==> config.mk <==
export PLATFORM = sky130hd
export DESIGN_NAME = field_dispatch_flat
export DESIGN_NICKNAME = d
export VERILOG_FILES = /design/src/rtl/field_dispatch_pkg.sv /design/src/rtl/field_dispatch_if.sv /design/src/rtl/field_dispatch_credit.sv /design/src/rtl/field_dispatch.sv /design/src/flat_wrapper.sv
export SDC_FILE = /design/constraint.sdc
export NUM_CORES = 1
export LEC_CHECK = 0
export BUFFER_PORTS_ARGS = -buffer_cell sky130_fd_sc_hd__buf_2
export CORE_MARGIN = 2
export CORE_UTILIZATION = 46
export DETAILED_ROUTE_END_ITERATION = 16
export PLACE_DENSITY = 0.8
export SLEW_MARGIN = 20
export SYNTH_ARGS = -nofsm -noshare
export SYNTH_HDL_FRONTEND = slang
export SYNTH_SLANG_ARGS = --single-unit
==> constraint.sdc <==
create_clock -name clk -period 10.1 [get_ports clk]
set_clock_uncertainty 0.2 [all_clocks]
set_input_delay 1.515 -clock clk [delete_from_list [all_inputs] [get_ports clk]]
set_output_delay 1.515 -clock clk [all_outputs]
set_load 0.005 [all_outputs]
==> src/rtl/field_dispatch_pkg.sv <==
// Constants shared by the field dispatcher, merge FSM and decode engines.
package field_dispatch_pkg;

    localparam int IDX_W = 10;

    localparam logic [2:0] WT_VARINT    = 3'd0;
    localparam logic [2:0] WT_FIXED64   = 3'd1;
    localparam logic [2:0] WT_LEN_DELIM = 3'd2;
    localparam logic [2:0] WT_FIXED32   = 3'd5;

    localparam logic [9:0] LEN_FIXED64 = 10'd8;
    localparam logic [9:0] LEN_FIXED32 = 10'd4;

    function automatic logic wt_supported(input logic [2:0] wt);
        return (wt == WT_VARINT) || (wt == WT_FIXED64) ||
               (wt == WT_LEN_DELIM) || (wt == WT_FIXED32);
    endfunction

    function automatic logic [9:0] raw_len_of(
        input logic [2:0] wt,
        input logic [9:0] len
    );
        if (wt == WT_FIXED64) return LEN_FIXED64;
        if (wt == WT_FIXED32) return LEN_FIXED32;
        return len;
    endfunction

endpackage

==> src/rtl/field_dispatch_if.sv <==
// Descriptor, engine-start, retire and status bundle of the field dispatcher.
interface field_dispatch_if;
    import field_dispatch_pkg::*;

    logic             field_valid;
    logic [2:0]       field_wire_type;
    logic [9:0]       field_len;
    logic             field_last;
    logic             field_accepted;
    logic             varint_start;
    logic [IDX_W-1:0] varint_index_d;
    logic             varint_start_accepted;
    logic             raw_start;
    logic [IDX_W-1:0] raw_index_d;
    logic [9:0]       raw_len;
    logic             raw_start_accepted;
    logic             retire;
    logic             msg_done;
    logic [IDX_W-1:0] outstanding;

    modport master (
        output field_valid, field_wire_type, field_len, field_last,
        output varint_start_accepted, raw_start_accepted, retire,
        input  field_accepted, varint_start, varint_index_d,
        input  raw_start, raw_index_d, raw_len, msg_done, outstanding
    );

    modport slave (
        input  field_valid, field_wire_type, field_len, field_last,
        input  varint_start_accepted, raw_start_accepted, retire,
        output field_accepted, varint_start, varint_index_d,
        output raw_start, raw_index_d, raw_len, msg_done, outstanding
    );

endinterface

==> src/rtl/field_dispatch_credit.sv <==
// In-flight field counter: +1 per engine start, -1 per retire, floor at 0.
module field_dispatch_credit
    import field_dispatch_pkg::*;
#(
    parameter int MAX_OUTSTANDING = 8
) (
    input  logic             clk,
    input  logic             reset,
    input  logic             inc,
    input  logic             dec,
    output logic [IDX_W-1:0] count,
    output logic             full,
    output logic             empty
);

    logic [IDX_W-1:0] count_q, count_d;
    logic             dec_ok;

    // A retire with nothing in flight is spurious and must not cancel an inc.
    assign dec_ok = dec && (count_q != '0);

    always_comb begin
        count_d = count_q;
        unique case ({inc, dec_ok})
            2'b10:   count_d = count_q + IDX_W'(1);
            2'b01:   count_d = count_q - IDX_W'(1);
            default: count_d = count_q;
        endcase
    end

    always_ff @(posedge clk) begin
        if (reset) count_q <= '0;
        else       count_q <= count_d;
    end

    assign count = count_q;
    assign full  = count_q >= IDX_W'(MAX_OUTSTANDING);
    assign empty = count_q == '0;

endmodule

==> src/rtl/field_dispatch.sv <==
// Field sequencer: indexes descriptors and starts varint/raw engines.
// FIELD_DISPATCH_ERR_CNT_EN adds err_count/err_pulse for bad wire types.
module field_dispatch
    import field_dispatch_pkg::*;
#(
    parameter int MAX_OUTSTANDING = 8
) (
    input  logic clk,
    input  logic reset,
`ifdef FIELD_DISPATCH_ERR_CNT_EN
    output logic [15:0] err_count,
    output logic        err_pulse,
`endif
    field_dispatch_if.slave bus
);

    localparam logic [5:0] S_IDLE  = 6'b000001;
    localparam logic [5:0] S_VREQ  = 6'b000010;
    localparam logic [5:0] S_RREQ  = 6'b000100;
    localparam logic [5:0] S_STALL = 6'b001000;
    localparam logic [5:0] S_DRAIN = 6'b010000;
    localparam logic [5:0] S_DONE  = 6'b100000;

    logic [5:0]       state_q, state_d;
    logic [IDX_W-1:0] next_index_q, next_index_d;
    logic             last_q, last_d;
    logic             acc_q, acc_d;
    logic             done_q, done_d;
    logic             vstart_q, vstart_d;
    logic             rstart_q, rstart_d;
    logic [IDX_W-1:0] vidx_q, vidx_d;
    logic [IDX_W-1:0] ridx_q, ridx_d;
    logic [9:0]       rlen_q, rlen_d;
    logic             inc, full, empty;
    logic [2:0]       wt;

    assign wt = bus.field_wire_type;

    field_dispatch_credit #(
        .MAX_OUTSTANDING(MAX_OUTSTANDING)
    ) u_credit (
        .clk   (clk),
        .reset (reset),
        .inc   (inc),
        .dec   (bus.retire),
        .count (bus.outstanding),
        .full  (full),
        .empty (empty)
    );

    always_comb begin
        state_d      = state_q;
        next_index_d = next_index_q;
        last_d       = last_q;
        acc_d        = 1'b0;
        done_d       = 1'b0;
        vstart_d     = vstart_q;
        rstart_d     = rstart_q;
        vidx_d       = vidx_q;
        ridx_d       = ridx_q;
        rlen_d       = rlen_q;
        inc          = 1'b0;
        unique case (state_q)
            S_IDLE: begin
                // acc_q guard: the consumed descriptor is still visible for a cycle
                if (bus.field_valid && !acc_q) begin
                    if (!wt_supported(wt)) begin
                        acc_d = 1'b1;
                    end else if (full) begin
                        state_d = S_STALL;
                    end else begin
                        acc_d  = 1'b1;
                        last_d = bus.field_last;
                        if (wt == WT_VARINT) begin
                            state_d  = S_VREQ;
                            vstart_d = 1'b1;
                            vidx_d   = next_index_q;
                        end else begin
                            state_d  = S_RREQ;
                            rstart_d = 1'b1;
                            ridx_d   = next_index_q;
                            rlen_d   = raw_len_of(wt, bus.field_len);
                        end
                    end
                end
            end
            S_VREQ: begin
                if (bus.varint_start_accepted) begin
                    vstart_d     = 1'b0;
                    vidx_d       = '0;
                    inc          = 1'b1;
                    next_index_d = next_index_q + IDX_W'(1);
                    state_d      = last_q ? S_DRAIN : S_IDLE;
                end
            end
            S_RREQ: begin
                if (bus.raw_start_accepted) begin
                    rstart_d     = 1'b0;
                    ridx_d       = '0;
                    rlen_d       = '0;
                    inc          = 1'b1;
                    next_index_d = next_index_q + IDX_W'(1);
                    state_d      = last_q ? S_DRAIN : S_IDLE;
                end
            end
            S_STALL: begin
                if (!full) state_d = S_IDLE;
            end
            S_DRAIN: begin
                if (empty) state_d = S_DONE;
            end
            S_DONE: begin
                done_d       = 1'b1;
                next_index_d = '0;
                state_d      = S_IDLE;
            end
            default: begin
                state_d  = S_IDLE;
                vstart_d = 1'b0;
                rstart_d = 1'b0;
            end
        endcase
    end

    always_ff @(posedge clk) begin
        if (reset) begin
            state_q      <= S_IDLE;
            next_index_q <= '0;
            last_q       <= 1'b0;
            acc_q        <= 1'b0;
            done_q       <= 1'b0;
            vstart_q     <= 1'b0;
            rstart_q     <= 1'b0;
            vidx_q       <= '0;
            ridx_q       <= '0;
            rlen_q       <= '0;
        end else begin
            state_q      <= state_d;
            next_index_q <= next_index_d;
            last_q       <= last_d;
            acc_q        <= acc_d;
            done_q       <= done_d;
            vstart_q     <= vstart_d;
            rstart_q     <= rstart_d;
            vidx_q       <= vidx_d;
            ridx_q       <= ridx_d;
            rlen_q       <= rlen_d;
        end
    end

    assign bus.field_accepted = acc_q;
    assign bus.msg_done       = done_q;
    assign bus.varint_start   = vstart_q;
    assign bus.varint_index_d = vidx_q;
    assign bus.raw_start      = rstart_q;
    assign bus.raw_index_d    = ridx_q;
    assign bus.raw_len        = rlen_q;

`ifdef FIELD_DISPATCH_ERR_CNT_EN
    logic        bad;
    logic [15:0] err_cnt_q, err_cnt_d;
    logic        err_pulse_q;

    assign bad = (state_q == S_IDLE) && bus.field_valid &&
                 !acc_q && !wt_supported(wt);

    always_comb begin
        err_cnt_d = err_cnt_q;
        if (bad && (err_cnt_q != 16'hFFFF)) err_cnt_d = err_cnt_q + 16'd1;
    end

    always_ff @(posedge clk) begin
        if (reset) begin
            err_cnt_q   <= '0;
            err_pulse_q <= 1'b0;
        end else begin
            err_cnt_q   <= err_cnt_d;
            err_pulse_q <= bad;
        end
    end

    assign err_count = err_cnt_q;
    assign err_pulse = err_pulse_q;
`endif

endmodule

==> src/flat_wrapper.sv <==
// flat-port wrapper written by rule: the top's interface ports become plain ports
module field_dispatch_flat import field_dispatch_pkg::*;
#(
    parameter int MAX_OUTSTANDING = 8
)
  (clk, reset, bus_field_valid, bus_field_wire_type, bus_field_len, bus_field_last, bus_varint_start_accepted, bus_raw_start_accepted, bus_retire, bus_field_accepted, bus_varint_start, bus_varint_index_d, bus_raw_start, bus_raw_index_d, bus_raw_len, bus_msg_done, bus_outstanding);
  field_dispatch_if bus_i ();
  input  logic clk;
  input  logic reset;
  input wire logic [$bits(bus_i.field_valid)-1:0] bus_field_valid;
  input wire logic [$bits(bus_i.field_wire_type)-1:0] bus_field_wire_type;
  input wire logic [$bits(bus_i.field_len)-1:0] bus_field_len;
  input wire logic [$bits(bus_i.field_last)-1:0] bus_field_last;
  input wire logic [$bits(bus_i.varint_start_accepted)-1:0] bus_varint_start_accepted;
  input wire logic [$bits(bus_i.raw_start_accepted)-1:0] bus_raw_start_accepted;
  input wire logic [$bits(bus_i.retire)-1:0] bus_retire;
  output wire logic [$bits(bus_i.field_accepted)-1:0] bus_field_accepted;
  output wire logic [$bits(bus_i.varint_start)-1:0] bus_varint_start;
  output wire logic [$bits(bus_i.varint_index_d)-1:0] bus_varint_index_d;
  output wire logic [$bits(bus_i.raw_start)-1:0] bus_raw_start;
  output wire logic [$bits(bus_i.raw_index_d)-1:0] bus_raw_index_d;
  output wire logic [$bits(bus_i.raw_len)-1:0] bus_raw_len;
  output wire logic [$bits(bus_i.msg_done)-1:0] bus_msg_done;
  output wire logic [$bits(bus_i.outstanding)-1:0] bus_outstanding;
  assign bus_i.field_valid = bus_field_valid;
  assign bus_i.field_wire_type = bus_field_wire_type;
  assign bus_i.field_len = bus_field_len;
  assign bus_i.field_last = bus_field_last;
  assign bus_i.varint_start_accepted = bus_varint_start_accepted;
  assign bus_i.raw_start_accepted = bus_raw_start_accepted;
  assign bus_i.retire = bus_retire;
  assign bus_field_accepted = bus_i.field_accepted;
  assign bus_varint_start = bus_i.varint_start;
  assign bus_varint_index_d = bus_i.varint_index_d;
  assign bus_raw_start = bus_i.raw_start;
  assign bus_raw_index_d = bus_i.raw_index_d;
  assign bus_raw_len = bus_i.raw_len;
  assign bus_msg_done = bus_i.msg_done;
  assign bus_outstanding = bus_i.outstanding;
  field_dispatch #(.MAX_OUTSTANDING(MAX_OUTSTANDING)) u_core (.clk(clk), .reset(reset), .bus(bus_i));
endmodule
==> metrics.txt <==
# TYPE chip_impl_metric gauge
chip_impl_info{name="yosys-top-cells-count",value="61 x sky130_fd_sc_hd__dfxtp_1, 50 x sky130_fd_sc_hd__nor2_1, 42 x sky130_fd_sc_hd__a21oi_1"} 1
chip_impl_metric{name="hold_buffers",unit=""} 0
chip_impl_metric{name="deepest_clock_path_buffer_count",unit=""} 2
chip_impl_metric{name="cts_sinks",unit=""} 61
chip_impl_metric{name="postSynthRegisterBits",unit=""} 61
chip_impl_metric{name="globalRoute.totalOverflow",unit=""} 0
chip_impl_metric{name="maxSlewViolCount",unit=""} 0
chip_impl_metric{name="ys_seq_area_frac",unit=""} 0.369
chip_impl_metric{name="synth_area_per_cell",unit="µm²"} 7.74
chip_impl_metric{name="power_density",unit="nW/µm²"} 218
chip_impl_metric{name="floorplan.rows",unit=""} 30
chip_impl_info{name="rr_endpoint",value="u_core.u_credit.count[6]"} 1
chip_impl_info{name="setup.worst_path.start_class",value="flip-flop"} 1
chip_impl_metric{name="critical_path_at",unit="ns"} 4.86
chip_impl_info{name="yosys-top-cells-area",value="sky130_fd_sc_hd__dfxtp_1 37%, sky130_fd_sc_hd__a21oi_1 6.3%, sky130_fd_sc_hd__nor2_1 5.7%, sky130_fd_sc_hd__nand2_1 4.4%, sky130_fd_sc_hd__nand3_1 4.2%"} 1
chip_impl_metric{name="fin_crit_sh",unit=""} 0.479
chip_impl_metric{name="clock_pin_slew_reported_for_the_worst_setup_and_hold_paths_after_clock_tree_synthesis",unit="ns"} 0.07
chip_impl_metric{name="post-cts-setup-buffers",unit=""} 0
chip_impl_info{name="min_delay_worst_endpoint",value="u_core.bus.raw_len[5]"} 1
chip_impl_metric{name="drc",unit=""} 0
chip_impl_metric{name="horizontal_die_dimension",unit="µm"} 88.8
chip_impl_metric{name="report.final.hold_viol_count",unit=""} 0
chip_impl_metric{name="number_of_nets_in_the_finished_design",unit=""} 495
chip_impl_metric{name="grt_pass1_wl",unit="mm"} 13.4
chip_impl_info{name="hold_path.class",value="flip-flop to flip-flop"} 1
chip_impl_metric{name="core_area",unit="µm²"} 6870
chip_impl_metric{name="vdd_drop_max",unit="mV"} 0.139
chip_impl_metric{name="critical_path.max_stage_delay",unit="ns"} 0.57
chip_impl_info{name="run_status",value="finished, final reports clean"} 1
chip_impl_info{name="timing.critical_path.cells",value="or4_4 > or3b_4 > or2_2 > nand2_1 > inv_1 > ha_1 > xor2_1 > ha_1 > or3_1 > a21oi_1 > o211ai_1 > nand2_1 > nor4_1 > or4_1"} 1
chip_impl_metric{name="grtUsageTotal",unit=""} 0.215
chip_impl_metric{name="detail_route.wl_per_cell",unit="µm"} 14.3
chip_impl_metric{name="vias_per_cell",unit=""} 5.74
chip_impl_metric{name="number_of_global_route_vias_before_repair",unit=""} 2933
chip_impl_info{name="worst_setup_path_end_kind",value="flip-flop"} 1
chip_impl_info{name="yosysTopAreaCell",value="sky130_fd_sc_hd__dfxtp_1"} 1
chip_impl_metric{name="synthArstFlopShare",unit=""} 0
chip_impl_metric{name="post_synth_num_cell_types",unit=""} 62
chip_impl_metric{name="final_setup_violating_endpoints",unit=""} 0
chip_impl_metric{name="dpl_cell_area",unit="µm²"} 3610
chip_impl_metric{name="detailedRoute.firstPassIterationCount",unit=""} 5
chip_impl_info{name="cp_slowest_cell",value="sky130_fd_sc_hd__or4_4"} 1
chip_impl_metric{name="worstPathMaxFanout",unit=""} 22
chip_impl_metric{name="tns",unit="ns"} 0
chip_impl_metric{name="synth_edf_count",unit=""} 0
chip_impl_metric{name="total_cts_buffers",unit=""} 9
chip_impl_metric{name="hold_depth",unit=""} 2
chip_impl_metric{name="drt.antenna.violating_nets",unit=""} 0
chip_impl_info{name="holdCritStartpoint",value="u_core.bus.raw_len[5]"} 1
chip_impl_metric{name="fillerInstances",unit=""} 641
chip_impl_metric{name="timing.reg2reg.worst_path_depth",unit=""} 14
chip_impl_metric{name="port_buffers",unit=""} 63
chip_impl_metric{name="top_level_ports",unit=""} 64
chip_impl_metric{name="pin_count_of_the_biggest_net_entering_global_routing",unit=""} 60
chip_impl_info{name="worstSetupPathType",value="flip-flop to flip-flop"} 1
chip_impl_metric{name="cts_resized",unit=""} 0
chip_impl_metric{name="starting_density_of_the_core",unit=""} 0.482
chip_impl_metric{name="timing.fmax",unit="MHz"} 207
chip_impl_metric{name="maxCapViolations",unit=""} 0
chip_impl_metric{name="detailroute.via_count",unit=""} 3284
chip_impl_metric{name="dr.first_iter.drc_count",unit=""} 303
chip_impl_metric{name="hpwlAfterDp",unit="mm"} 5.59
chip_impl_metric{name="drive_above_1_share",unit=""} 0.189
chip_impl_info{name="yosys.cell_count.top_type",value="sky130_fd_sc_hd__dfxtp_1"} 1
chip_impl_metric{name="leakagePower",unit="nW"} 1.55
chip_impl_metric{name="stdcell_area",unit="µm²"} 3790
chip_impl_metric{name="netlist_instances",unit=""} 428
chip_impl_metric{name="regToRegSetupSlack",unit="ns"} 5.27
chip_impl_metric{name="antenna_found_initial",unit=""} 0
chip_impl_info{name="tritoncts",value="built"} 1
chip_impl_metric{name="clk-insertion-delay-late",unit="ns"} 0.35
chip_impl_metric{name="maxSlewHeadroom",unit=""} 0.298
chip_impl_metric{name="areaGrowthSynthToFinish",unit="%"} 14.4
chip_impl_metric{name="synth_largest_type_area_fraction",unit=""} 0.369
chip_impl_metric{name="yosysWarningCount",unit=""} 0
chip_impl_metric{name="synth_nets",unit=""} 452
chip_impl_metric{name="critical_path.n_buffers_inverters",unit=""} 1
chip_impl_metric{name="finish.utilization",unit=""} 0.552
chip_impl_info{name="rsz0062_at_grt",value="false"} 1
chip_impl_info{name="cts.root.buffer_cell",value="sky130_fd_sc_hd__clkbuf_8"} 1
chip_impl_metric{name="critPathRequiredTime",unit="ns"} 10.13
chip_impl_info{name="cp_top_family",value="simple AND/OR/NAND/NOR gates"} 1
chip_impl_info{name="dominantRegCellSynth",value="sky130_fd_sc_hd__dfxtp_1"} 1
chip_impl_metric{name="syn-cell-area",unit="µm²"} 3310
chip_impl_metric{name="period_minus_slack",unit="ns"} 4.83
chip_impl_metric{name="htree_levels",unit=""} 3
chip_impl_metric{name="die-area",unit="µm²"} 7890
chip_impl_metric{name="worst_tran_pin_value",unit="ns"} 1.05
chip_impl_metric{name="antennaDiodeCount",unit=""} 0
chip_impl_metric{name="totalWireLength",unit="mm"} 8.19
chip_impl_metric{name="gpl.final_weighted_congestion",unit=""} 0.882
chip_impl_info{name="worstReg2RegStart",value="u_core.state_q[3]"} 1
chip_impl_metric{name="fp.dieH",unit="µm"} 88.8
==> worst register-to-register path: cells and delay by family, from the launching register on <==
family,cells,cell delay [ns]
adder cells (fa/ha/maj),2,0.68
buffers and inverters,1,0.07
AO/OA/AOI/OAI,2,0.49
flip-flops,1,0.41
AND/OR/NAND/NOR,8,2.61
XOR/XNOR,1,0.25
==> registers in the layout, indices dropped and copies added (netlist names), 6 cells and up <==
name and count:
u_core.bus.varint_index_d 10, u_core.bus.raw_index_d 10, u_core.state_q 6, u_core.u_credit.count 10, u_core.bus.raw_len 10, u_core.next_index_q 10
==> layout make-up <==
class / instances / area (µm²) / share of cell area
timing repair buffer: 63 / 315 / 0.0832
multi-input combinational: 328 / 1930 / 0.509
tap: 96 / 120 / 0.0317
clock inverter: 7 / 50.0 / 0.0132
sequential: 61 / 1220 / 0.322
clock buffer: 9 / 124 / 0.0327
inverter: 8 / 30.0 / 0.00793
==> placed cells by master, fill, tap and decap left out, types with 6 or more instances in the layout <==
| master | Yosys | routed |
|---|---|---|
| sky130_fd_sc_hd__nand3_1 | 28 | 28 |
| sky130_fd_sc_hd__buf_2 | 3 | 63 |
| sky130_fd_sc_hd__xor2_1 | 11 | 11 |
| sky130_fd_sc_hd__nand2_1 | 39 | 39 |
| sky130_fd_sc_hd__nand4_1 | 7 | 7 |
| sky130_fd_sc_hd__clkbuf_8 | 0 | 9 |
| sky130_fd_sc_hd__or3_1 | 10 | 10 |
| sky130_fd_sc_hd__a21oi_1 | 42 | 42 |
| sky130_fd_sc_hd__nor2_1 | 50 | 50 |
| sky130_fd_sc_hd__a211oi_1 | 8 | 8 |
| sky130_fd_sc_hd__nor3_1 | 9 | 9 |
| sky130_fd_sc_hd__and3_1 | 12 | 12 |
| sky130_fd_sc_hd__nand2b_1 | 8 | 8 |
| sky130_fd_sc_hd__o21ai_0 | 14 | 14 |
| sky130_fd_sc_hd__nor2b_1 | 6 | 6 |
| sky130_fd_sc_hd__inv_1 | 7 | 7 |
| sky130_fd_sc_hd__a31oi_1 | 16 | 16 |
| sky130_fd_sc_hd__dfxtp_1 | 61 | 61 |
==> worst max path at each step <==
stage	endpoint	cells after the start	from	slack (ns)
floorplan	u_core.u_credit.count[6]	15	bus_varint_start_accepted	5.52
global placement	u_core.u_credit.count[6]	14	bus_varint_start_accepted	5.26
detailed placement	u_core.u_credit.count[9]	12	bus_varint_start_accepted	5.14
CTS	u_core.u_credit.count[6]	14	u_core.state_q[3]	5.33
global route	u_core.u_credit.count[6]	14	u_core.state_q[3]	5.00
finish	u_core.u_credit.count[6]	14	u_core.state_q[3]	5.27
==> through the flow <==
step / setup WS [ns] / instances / power (W) / hold slack, ns
final: 5.27 / 572 / 0.000827 / 0.248
after global routing: 5.00 / 572 / 0.000887 / 0.263
after CTS: 5.33 / 572 / 0.000825 / 0.254
after detailed placement: 5.14 / 556 / 0.000631 / 0.243
after global placement: 5.26 / 556 / 0.000622 / 0.237
after floorplan: 5.52 / 428 / 0.000558 / 0.248
==> report_power, final <==
part | internal (W) | total (W) | switching, W
clock network | 0.0000896 | 0.000196 | 0.000106
logic | 0.000130 | 0.000315 | 0.000185
registers | 0.000265 | 0.000316 | 0.0000512
total | 0.000485 | 0.000827 | 0.000342
==> per-layer routing <==
layer	vias up	GRT usage	routed length, µm
met5	-	0	0
met4	0	0.0647	144
met2	145	0.338	3700
met1	1494	0.283	3660
li1	1624	-	-
met3	21	0.0690	692
==> cell families after synthesis <==
family                   after synthesis  synth area share
flip-flops                            61             0.369
XOR/XNOR                              16            0.0423
adder cells (fa/ha/maj)                4            0.0151
AO/OA/AOI/OAI                        104             0.198
buffers and inverters                 39            0.0488
multiplexers                           5            0.0151
AND/OR/NAND/NOR                      199             0.311
No activity file was read; power rests on OpenSTA's default activity.
